[src/rtl/phaser_pkg.sv]
// Shared types and defaults for the phaser reference lock sequencer and its helpers.
package phaser_pkg;

  typedef enum logic [2:0] {
    StPrst     = 3'd0,
    StWaitLock = 3'd1,
    StStable   = 3'd2,
    StRelease  = 3'd3,
    StReady    = 3'd4,
    StPdown    = 3'd5
  } phaser_seq_state_t;

  localparam int unsigned SyncStagesDef    = 2;
  localparam int unsigned RstPulseDef      = 8;
  localparam int unsigned StableCyclesDef  = 64;
  localparam int unsigned ReleaseCyclesDef = 16;
  localparam int unsigned TimeoutDef       = 4096;
  localparam int unsigned CntWDef          = 8;

  function automatic int unsigned clog2(input int unsigned v);
    int unsigned r;
    r = 0;
    while ((64'd1 << r) < 64'(v)) r++;
    return r;
  endfunction

endpackage

[src/rtl/phaser_sync_bit.sv]
// N-stage synchroniser for a single asynchronous level, flops reset to 0.
module phaser_sync_bit #(
  parameter int unsigned STAGES = 2
) (
  input  logic i_clk,
  input  logic i_rst,
  input  logic i_d,
  output logic o_q
);

  logic [STAGES-1:0] r_sync;

  always_ff @(posedge i_clk or posedge i_rst) begin
    if (i_rst) begin
      r_sync <= '0;
    end else begin
      r_sync <= {r_sync[STAGES-2:0], i_d};
    end
  end

  assign o_q = r_sync[STAGES-1];

endmodule

[src/rtl/phaser_lock_sequencer.sv]
// Resets the phaser reference, waits for a stable LOCKED, then releases the PHY reset.
// Retries on lock timeout and reports lock loss / relock count.
module phaser_lock_sequencer
  import phaser_pkg::*;
#(
  parameter int unsigned SYNC_STAGES    = SyncStagesDef,
  parameter int unsigned RST_PULSE_CYCLES = RstPulseDef,
  parameter int unsigned STABLE_CYCLES  = StableCyclesDef,
  parameter int unsigned RELEASE_CYCLES = ReleaseCyclesDef,
  parameter int unsigned TIMEOUT_CYCLES = TimeoutDef,
  parameter int unsigned CNT_W          = CntWDef
) (
  input  logic             delay_CLKIN,
  input  logic             delay_RST,
  input  logic             locked_i,
  input  logic             pwrdwn_i,
  output logic             phaser_rst_o,
  output logic             phaser_pwrdwn_o,
  output logic             phy_rst_o,
  output logic             ready_o,
  output logic             lock_lost_o,
  output logic             timeout_o,
  output logic [CNT_W-1:0] relock_cnt_o,
  output logic [2:0]       state_o
);

  localparam int unsigned MaxA   = (RST_PULSE_CYCLES > STABLE_CYCLES) ?
                                   RST_PULSE_CYCLES : STABLE_CYCLES;
  localparam int unsigned MaxB   = (RELEASE_CYCLES > TIMEOUT_CYCLES) ?
                                   RELEASE_CYCLES : TIMEOUT_CYCLES;
  localparam int unsigned MaxCyc = (MaxA > MaxB) ? MaxA : MaxB;
  localparam int unsigned CntW   = (clog2(MaxCyc) < 1) ? 1 : clog2(MaxCyc);

  localparam logic [CntW-1:0] RstLast     = CntW'(RST_PULSE_CYCLES - 1);
  localparam logic [CntW-1:0] StableLast  = CntW'(STABLE_CYCLES - 1);
  localparam logic [CntW-1:0] ReleaseLast = CntW'(RELEASE_CYCLES - 1);
  localparam logic [CntW-1:0] TimeoutLast = CntW'(TIMEOUT_CYCLES - 1);

  logic              w_lk_s;
  phaser_seq_state_t w_state_d;
  logic              w_lost;
  logic              w_timeout;

  phaser_seq_state_t r_state;
  logic [CntW-1:0]   r_cnt;
  logic              r_phaser_rst;
  logic              r_phaser_pwrdwn;
  logic              r_phy_rst;
  logic              r_ready;
  logic              r_lock_lost;
  logic              r_timeout;
  logic [CNT_W-1:0]  r_relock_cnt;

  phaser_sync_bit #(
    .STAGES(SYNC_STAGES)
  ) u_sync (
    .i_clk(delay_CLKIN),
    .i_rst(delay_RST),
    .i_d  (locked_i),
    .o_q  (w_lk_s)
  );

  always_comb begin
    w_state_d = r_state;
    w_lost    = 1'b0;
    w_timeout = 1'b0;
    case (r_state)
      StPrst: begin
        if (r_cnt == RstLast) w_state_d = StWaitLock;
      end
      StWaitLock: begin
        if (w_lk_s) begin
          w_state_d = StStable;
        end else if (r_cnt == TimeoutLast) begin
          w_state_d = StPrst;
          w_timeout = 1'b1;
        end
      end
      StStable: begin
        if (!w_lk_s)                   w_state_d = StWaitLock;
        else if (r_cnt == StableLast)  w_state_d = StRelease;
      end
      StRelease: begin
        if (!w_lk_s)                   w_state_d = StWaitLock;
        else if (r_cnt == ReleaseLast) w_state_d = StReady;
      end
      StReady: begin
        if (!w_lk_s) begin
          w_state_d = StWaitLock;
          w_lost    = 1'b1;
        end
      end
      StPdown: begin
        if (!pwrdwn_i) w_state_d = StPrst;
      end
      default: w_state_d = StPrst;
    endcase
    // Power-down overrides every transition, but a concurrent lock loss is still reported.
    if (pwrdwn_i) begin
      w_state_d = StPdown;
      w_timeout = 1'b0;
    end
  end

  always_ff @(posedge delay_CLKIN or posedge delay_RST) begin
    if (delay_RST) begin
      r_state         <= StPrst;
      r_cnt           <= '0;
      r_phaser_rst    <= 1'b1;
      r_phaser_pwrdwn <= 1'b0;
      r_phy_rst       <= 1'b1;
      r_ready         <= 1'b0;
      r_lock_lost     <= 1'b0;
      r_timeout       <= 1'b0;
      r_relock_cnt    <= '0;
    end else begin
      r_state         <= w_state_d;
      r_cnt           <= (w_state_d != r_state) ? '0 : r_cnt + 1'b1;
      r_phaser_rst    <= (w_state_d == StPrst) || (w_state_d == StPdown);
      r_phaser_pwrdwn <= (w_state_d == StPdown);
      r_phy_rst       <= (w_state_d != StReady);
      r_ready         <= (w_state_d == StReady);
      r_lock_lost     <= w_lost;
      if (w_timeout) r_timeout <= 1'b1;
      if (w_lost && (r_relock_cnt != {CNT_W{1'b1}})) r_relock_cnt <= r_relock_cnt + 1'b1;
    end
  end

  assign phaser_rst_o    = r_phaser_rst;
  assign phaser_pwrdwn_o = r_phaser_pwrdwn;
  assign phy_rst_o       = r_phy_rst;
  assign ready_o         = r_ready;
  assign lock_lost_o     = r_lock_lost;
  assign timeout_o       = r_timeout;
  assign relock_cnt_o    = r_relock_cnt;
  assign state_o         = r_state;

endmodule

[config.mk]
export PLATFORM = sky130hd
export DESIGN_NAME = phaser_lock_sequencer
export DESIGN_NICKNAME = d
export VERILOG_FILES = /design/src/rtl/phaser_pkg.sv /design/src/rtl/phaser_sync_bit.sv /design/src/rtl/phaser_lock_sequencer.sv
export SDC_FILE = /design/constraint.sdc
export NUM_CORES = 1
export LEC_CHECK = 0
export ABC_AREA = 0
export BUFFER_PORTS_ARGS = -buffer_cell sky130_fd_sc_hd__buf_4
export CORE_MARGIN = 2
export CORE_UTILIZATION = 51
export DETAILED_ROUTE_END_ITERATION = 16
export PLACE_DENSITY_LB_ADDON = 0.08
export SETUP_SLACK_MARGIN = 0.2
export SLEW_MARGIN = 0
export SYNTH_ARGS = -nofsm -noshare
export SYNTH_HDL_FRONTEND = slang
export SYNTH_SLANG_ARGS = --single-unit
export TNS_END_PERCENT = 5
[constraint.sdc]
create_clock -name delay_CLKIN -period 2 [get_ports delay_CLKIN]
set_input_delay 0.3 -clock delay_CLKIN [delete_from_list [all_inputs] [get_ports delay_CLKIN]]
set_output_delay 0.3 -clock delay_CLKIN [all_outputs]
set_load 0.02 [all_outputs]
=== After elaboration in Yosys (flattened, before gate mapping) ===
Index checks and enable logic that the tools add are counted.

* Add/sub/neg operators: 2
* Reductions and logical operators: 4
* Equal/unequal tests: 13
* Multiplexer cells: 17

{| class="wikitable"
|+ Operators by type and width
! cell !! count
|-
| 3-bit 2-to-1 mux || 9
|-
| 3-bit one-hot mux with 5 select lines || 1
|-
| 12-bit by 1-bit adder with 12-bit output, second input constant || 1
|-
| 12-bit == test, second input constant || 1
|-
| 12-bit by 3-bit == test with 1-bit output, second input constant || 1
|-
| 12-bit by 4-bit == test with 1-bit output, second input constant || 1
|-
| 12-bit by 6-bit == test with 1-bit output, second input constant || 1
|-
| 12-bit 2-to-1 mux || 1
|-
| 3-bit == test, second input constant || 3
|-
| 8-bit by 1-bit adder with 8-bit output, second input constant || 1
|-
| 8-bit != test, second input constant || 1
|-
| 3-bit by 2-bit == test with 1-bit output, second input constant || 2
|-
| 3-bit zero test || 2
|-
| 1-bit 2-to-1 mux || 6
|-
| 3-bit by 1-bit == test with 1-bit output, second input constant || 1
|-
| 3-bit != test || 1
|-
| 3-bit != test, second input constant || 1
|-
| 1-bit logical AND || 1
|-
| 1-bit logical OR || 1
|}

* Output and inout bits: 17
* Logic and storage cells: 46
* Register bits: 31

=== Longest topological paths before layout ===
Gate-level depths: netlist of run 1.

* Depth in word-level cells: 7
* Gate-level depth with buffers: 8
* Gate-level depth less buffers: 6

=== Hierarchy ===
From an unflattened synthesis of run 1, not the netlist that was laid out.

* Cells, all modules: 161
* Area total of the unflattened synthesis: 1622.8 um^2

{| class="wikitable"
|+ Modules (own cells, without submodules)
! module !! area an instance (um^2) !! instances !! cells each
|-
| phaser_lock_sequencer || 1569.0 || 1 || 158
|-
| phaser_sync_bit || 53.8 || 1 || 3
|}

=== Worst setup path before layout of run 1 ===
No wires, ideal clock.

* Kind: flip-flop to flip-flop
* From: register r_cnt[0]
* To: register r_cnt[10]
* Stages on the path, launching flop included: 8
* Setup slack: -0.007 ns
* Data required time: 1.879 ns
* Period minus slack after synthesis: 2.007 ns
* Arrival: 1.886 ns
* Buffers on the path: 1
* Path through: dfrtp_1 ha_1 nand3_1 or4_1 nor2b_1 o31ai_2 buf_6 a21oi_2

* Cells in the longest elaborated chain, start to end: 7
* Elaborated cells between the ends (all ways): 16

{| class="wikitable"
|+ Ends and longest elaborated chain
! element !! line !! text
|-
| start, declared || phaser_lock_sequencer.sv:45 || <nowiki>logic [CntW-1:0] r_cnt;</nowiki>
|-
| start signal, assigned || phaser_lock_sequencer.sv:118 || <nowiki>r_cnt <= (w_state_d != r_state) ? '0 : r_cnt + 1'b1;</nowiki>
|-
| 12-bit by 4-bit == test with 1-bit output (tied with other cells) || phaser_lock_sequencer.sv:85 || <nowiki>else if (r_cnt == ReleaseLast) w_state_d = StReady;</nowiki>
|-
| 3-bit 2-to-1 mux, on equally long branches || phaser_lock_sequencer.sv:85, phaser_lock_sequencer.sv:74, phaser_lock_sequencer.sv:81 ||
|-
| 3-bit 2-to-1 mux, on equally long branches || phaser_lock_sequencer.sv:84, phaser_lock_sequencer.sv:72, phaser_lock_sequencer.sv:80 ||
|-
| 3-bit one-hot mux with 5 select lines || phaser_lock_sequencer.sv:67 || <nowiki>case (r_state)</nowiki>
|-
| 3-bit 2-to-1 mux || phaser_lock_sequencer.sv:99 || <nowiki>if (pwrdwn_i) begin</nowiki>
|-
| 3-bit != test || phaser_lock_sequencer.sv:118 ||
|-
| 12-bit 2-to-1 mux * || phaser_lock_sequencer.sv:118 ||
|}

Every way passes the cells marked *; elsewhere a longest branch is shown, timed or not.
A chain may end at the register's enable or synchronous reset.

=== Worst setup path after layout of run 1 ===
* From: register r_cnt[9]
* To: register r_cnt[11]

The elaborated chain is that of the path after synthesis.

==> flow_summary.json, run 1 <==
{
  "areaGrowthSynthToFinish_pct": 28.8,
  "route.detailed.drc": 0,
  "yosys_most_used_dff": "dfrtp_1",
  "insertedDiodeCount": 0,
  "synthMuxAreaShare": 0.00699,
  "pre_cts_slack_ps": -46.1,
  "placedCellCount": 225,
  "hold_class": "input port to async pin",
  "synth_xor_area_frac": 0.0924,
  "clk_latency_ps": 330,
  "antenna_left": 0,
  "intPower_uw": 1150,
  "synthesis.nets": 162,
  "fin_cells": 235,
  "wl_mm": 3.62,
  "fin_worst_skew_ps": 7.13,
  "viasPerCell": 5.41,
  "syn-cell-area_um2": 1610,
  "nNetsFinal": 196,
  "synthMostInstantiatedCell": "dfrtp_1",
  "vias": 1271,
  "synth.ff_latch_count": 31,
  "cts_buffer_depth": 2,
  "finalHoldViolations": 0,
  "grt.overflow.total": 0,
  "antenna_found_initial": 0,
  "ys_types": 41,
  "die-height_um": 60.2,
  "slew_violations": 0,
  "dpl.hpwl_mm": 2.39,
  "max_freq_mhz": 501,
  "synth_edf_count": 0,
  "synth_compound_area_frac": 0.134,
  "drtIter0Drc": 67,
  "p_per_area_nw_per_um2": 800,
  "pwr-share-comb": 0.226,
  "leakagePower_uw": 0.000920,
  "synthesis.instances": 156,
  "initial_core_util": 0.532,
  "dr.pass1.iters": 4,
  "cp_max_fo": 6,
  "synthAdderAreaFrac": 0.0155,
  "die_x_um": 60.2,
  "switching_share": 0.306,
  "cts_sinks": 31,
  "seq_power_share": 0.464,
  "synth.yosys.warnings": 0,
  "gp_congestion": 0.795,
  "finalWorstSetupSlack_ps": 2.57,
  "grtUsageTotal": 0.230,
  "max-slew-margin-rel": 0.742,
  "crit_type": "flop to flop",
  "dieArea_um2": 3630,
  "grt_pass1_wl_mm": 6.04,
  "endpoint_kind": "flop",
  "post-route-period-util": 0.999,
  "yosys.area_share.simple": 0.224,
  "r2r_slack_ps": 3,
  "rows": 20,
  "async_flop_share": 1.00,
  "worst_setup_path_start_kind": "flop",
  "cts-buffers-inserted": 5,
  "drive_above_1_share": 0.408,
  "h-tree-depth": 2,
  "cts_tree": "built",
  "core_area_um2": 3030,
  "period_needed_ps": 2000,
  "synth_area_leaders": "dfrtp_1 (45%), a21oi_2 (5.4%), xor2_1 (4.9%)",
  "synth_top_cell_by_area": "dfrtp_1",
  "setup_violations": 0,
  "synth_common_cells": "dfrtp_1 (29), nand2_1 (20), a21oi_2 (10)",
  "status": "finished, final reports clean",
  "cp.required_ps": 2220,
  "grt_max_degree": 32,
  "synth_top_family_by_area": "simple AND/OR/NAND/NOR gates",
  "max_cap_viol_count": 0,
  "pin_count": 21,
  "arrival_ps": 2220,
  "grt_setup_unrepaired": "yes",
  "max-vdd-ir-drop_uv": 564,
  "ys_seq_area_frac": 0.483,
  "clk_pin_slew_worst_paths_ps": 100,
  "holdBufCountCts": 0,
  "syn_area_per_cell_um2": 10.3,
  "io_buffer_count": 20,
  "p_switching_uw": 508,
  "cts-root-buf": "clkbuf_4",
  "tightest_slew_ps": 387,
  "clkPwrFrac": 0.310,
  "grt_pass1_vias": 1249,
  "synth_top_area_frac": 0.450,
  "wl_per_cell_um": 15.4
}
-- power by group through the flow --
stage	Clock [uW]	Combinational, uW	Sequential (uW)
floorplan	0	161	826
global placement	0	338	766
detailed placement	0	348	774
CTS	522	375	770
global route	544	398	785
finish	515	375	771
-- flip-flops by register name, summed over array words and instances (netlist names) --
register,flops
lock_lost_o,1
phaser_pwrdwn_o,1
phaser_rst_o,1
phy_rst_o,1
r_cnt,12
ready_o,1
relock_cnt_o,8
state_o,3
timeout_o,1
u_sync.r_sync,2
-- cell families after synthesis --
group | after synthesis
simple gates | 65
flops | 31
compound gates | 27
xor+xnor | 17
buf+inv | 13
fa+ha+maj | 2
mux | 1
-- final cells by class --
class                           instances  area [um^2]
Timing Repair Buffer                   32          248
Multi-Input combinational cell        113          877
Sequential cell                        31          783
Clock buffer                            6         51.3
Inverter                                7         26.3
Tap cell                               44         55.1
Fill cell                             227          952
Clock inverter                          2         35.0
-- worst max-delay path: stages, from the launching register on --
cell	delay (ps)
dfrtp_1	460
nand4_1	170
or4_4	540
nor2b_4	160
o31ai_4	310
buf_6	190
a21oi_1	70
-- placed cells by master (no fill, tap or decap), types with 2 or more instances in the layout --
master     n
or3_4      3
a21boi_0   2
xor2_1     9
buf_6      2
nand4_1    4
clkbuf_4   5
dfrtp_2    4
nor2_1     8
buf_4     30
nor3_1     5
nand2b_1   3
nand3_1    6
inv_1      7
a21oi_1    3
nand2_1   19
dfrtp_1   25
dfstp_2    2
xnor2_1    7
a21oi_2   12
-- metal layers --
layer / vias to the layer above / wire (um) / global-route usage
met5: - / 0 / 0
met4: 0 / 24 / 0.0984
met3: 2 / 170 / 0.0519
met2: 33 / 1810 / 0.351
met1: 621 / 1620 / 0.314
li1: 615 / - / -
-- path summary, 6_finish.rpt --
check / from / endpoint / depth (start not counted)
setup / recovery: r_cnt[9]$_DFF_PP0_ / r_cnt[11]$_DFF_PP0_ / 6
hold / removal: delay_RST / relock_cnt_o[5]$_DFFE_PP0P_ / 3
setup reg to reg: r_cnt[9]$_DFF_PP0_ / r_cnt[11]$_DFF_PP0_ / 6
hold reg to reg: u_sync.r_sync[0]$_DFF_PP0_ / u_sync.r_sync[1]$_DFF_PP0_ / 0
max in group asynchronous: delay_RST / phaser_rst_o$_DFF_PP1_ / 3
min in group delay_CLKIN: locked_i / u_sync.r_sync[0]$_DFF_PP0_ / 1
-- what timing repair did --
item                                    CTS  global route
resized for setup                        17             2
gates cloned                              2             0
endpoints found under the setup margin   19            20
pin swaps                                20             6
buffers inserted                          0             0
-- metrics by stage --
| stage | total power, uW | utilization | hold slack [ps] | instance area, um^2 | setup TNS [ps] |
|---|---|---|---|---|---|
| after CTS | 1670 | 0.683 | 37.2 | 2070 | 0 |
| after global routing | 1730 | 0.686 | 46.8 | 2080 | -637 |
| after floorplan | 988 | - | 331 | 1650 | 0 |
| after global placement | 1100 | 0.622 | 332 | 1880 | 0 |
| final | 1660 | 0.686 | 40.0 | 2080 | 0 |
| after detailed placement | 1120 | 0.622 | 352 | 1880 | -96.1 |
No activity file was read; power rests on OpenSTA's default activity.
==> inputs of run 2 (changes only) <==
Settings changed: CORE_UTILIZATION 51 to 53, CTS_BUF_LIST from default to sky130_fd_sc_hd__clkbuf_8.
==> flow_summary.json, run 2 (synthesis results as in run 1) <==
{
  "finalWorstSetupSlack_ps": 57.2,
  "fin_worst_skew_ps": 4.05,
  "startpoint": "r_cnt[9]$_DFF_PP0_",
  "arrival_ps": 2100,
  "path_delay_family": "compound AO/OA/AOI/OAI gates",
  "wl_per_cell_um": 15.0,
  "final_cell_mix": "buf_4 (34), dfrtp_1 (24), nand2_1 (19)",
  "status": "finished, final reports clean",
  "regMostFlops": "r_cnt",
  "placed_area_um2": 1850,
  "hold_class": "input port to async pin",
  "areaGrowthSynthToFinish_pct": 30.4,
  "grt_pass1_vias": 1229,
  "core_area_um2": 2980,
  "r2r_slack_ps": 60,
  "io_buffer_count": 20,
  "finalHoldViolations": 0,
  "post-route-period-util": 0.971,
  "cp_max_fo": 12,
  "h-tree-depth": 2,
  "grtUsageTotal": 0.224,
  "setup_violations": 0,
  "slowest_stage": "dfrtp_2",
  "cts-root-buf": "clkbuf_8",
  "crit_chain": "nor4_4 > nand4_1 > a311o_1 > o31ai_2 > buf_6 > a21oi_2",
  "wl_mm": 3.40,
  "pin_count": 21,
  "max-vdd-ir-drop_uv": 788,
  "setup_tns_ps": 0,
  "dieArea_um2": 3500,
  "max_cap_viol_count": 0,
  "slew_violations": 0,
  "grt_setup_unrepaired": "yes",
  "antenna_found_initial": 0,
  "cts_sinks": 31,
  "drtIter0Drc": 35,
  "r2r_start": "r_cnt[9]$_DFF_PP0_",
  "die-height_um": 59.1,
  "cp.required_ps": 2160,
  "max_freq_mhz": 515,
  "cts_tree": "built",
  "grt_max_degree": 32,
  "die_x_um": 59.1,
  "worst_setup_path_start_kind": "flop",
  "dpl.hpwl_mm": 2.23,
  "period_needed_ps": 1940,
  "clk_pin_slew_worst_paths_ps": 60,
  "slowest_delay_ps": 430,
  "grt.overflow.total": 0,
  "nNetsFinal": 199,
  "postLayoutCellArea_um2": 2100,
  "initial_core_util": 0.541,
  "gp_congestion": 0.823,
  "rr_worst_depth": 6,
  "crit_type": "flop to flop",
  "grt_pass1_wl_mm": 5.88,
  "largest_reg_flops": 12,
  "clk_latency_ps": 270,
  "layout_commonest_cell": "buf_4",
  "max-slew-margin-rel": 0.743,
  "cts_buffer_depth": 2,
  "cts-buffers-inserted": 5,
  "vias": 1308,
  "endpoint": "r_cnt[8]$_DFF_PP0_",
  "rows": 20,
  "worstSetupPathDepth": 6,
  "p_per_area_nw_per_um2": 839,
  "pre_cts_slack_ps": -18.8,
  "tightest_slew_ps": 382,
  "endpoint_kind": "flop",
  "drive_above_1_share": 0.433,
  "critPathBufInv": 1,
  "dr.pass1.iters": 4,
  "antenna_left": 0,
  "insertedDiodeCount": 0,
  "viasPerCell": 5.76,
  "route.detailed.drc": 0,
  "reg2reg_to": "r_cnt[8]$_DFF_PP0_",
  "leakagePower_uw": 0.000934
}
[run 2: changes by cell type in the layout (fill, tap and decap cells not counted), sizes merged]
cell,previous run,this run
buf,32,35
[run 2: layer usage]
layer	GRT usage	wire length (um)	share of wire	vias up
li1	-	-	-	624
met1	0.298	1520	0.45	639
met2	0.359	1690	0.50	39
met3	0.0590	126	0.037	6
met4	0.0682	59	0.017	0
met5	0	0	0	-
[run 2: worst min path at each step]
stage	from	endpoint	slack, ps	cells after the start
2_1_floorplan	u_sync.r_sync[0]$_DFF_PP0_	u_sync.r_sync[1]$_DFF_PP0_	330	0
3_3_place_gp	u_sync.r_sync[0]$_DFF_PP0_	u_sync.r_sync[1]$_DFF_PP0_	330	0
3_5_place_dp	u_sync.r_sync[0]$_DFF_PP0_	u_sync.r_sync[1]$_DFF_PP0_	340	0
4_1_cts	delay_RST	relock_cnt_o[2]$_DFFE_PP0P_	110	3
5_1_grt	locked_i	u_sync.r_sync[0]$_DFF_PP0_	120	1
6_report	delay_RST	r_cnt[2]$_DFF_PP0_	100	3
[run 2: area by class of cell]
type	instances	area [um^2]
clock buffer	6	82.6
clock inverter	2	35.0
fill	210	876
inverter	7	26.3
multi-input combinational	113	866
sequential	31	785
tap	33	41.3
timing repair buffer	35	267
[run 2: timing repair]
| action | in CTS | in global routing |
|---|---|---|
| resized for setup | 14 | 4 |
| setup buffers | 6 | 1 |
| hold buffers | 0 | 0 |
| setup endpoints to repair | 20 | 20 |
| gates cloned | 1 | 0 |
| pin swaps | 16 | 17 |
[run 2: per-stage QoR]
| stage | total power (uW) | cells | utilization | hold WS [ps] |
|---|---|---|---|---|
| 6_report | 1760 | 227 | 0.706 | 102 |
| 5_1_grt | 1850 | 227 | 0.706 | 119 |
| 4_1_cts | 1770 | 226 | 0.697 | 114 |
| 3_5_place_dp | 1120 | 211 | 0.620 | 338 |
| 3_3_place_gp | 1110 | 211 | 0.620 | 335 |
| 2_1_floorplan | 988 | 156 | - | 331 |
[run 2: worst min-delay path: stages]
cell and delay (ps):
buf_4 110, inv_1 40, buf_4 340
[run 2: power by group]
part           switching (uW)  total (uW)  internal, uW
clock network             222         625           403
registers                75.7         766           690
logic                     203         373           170
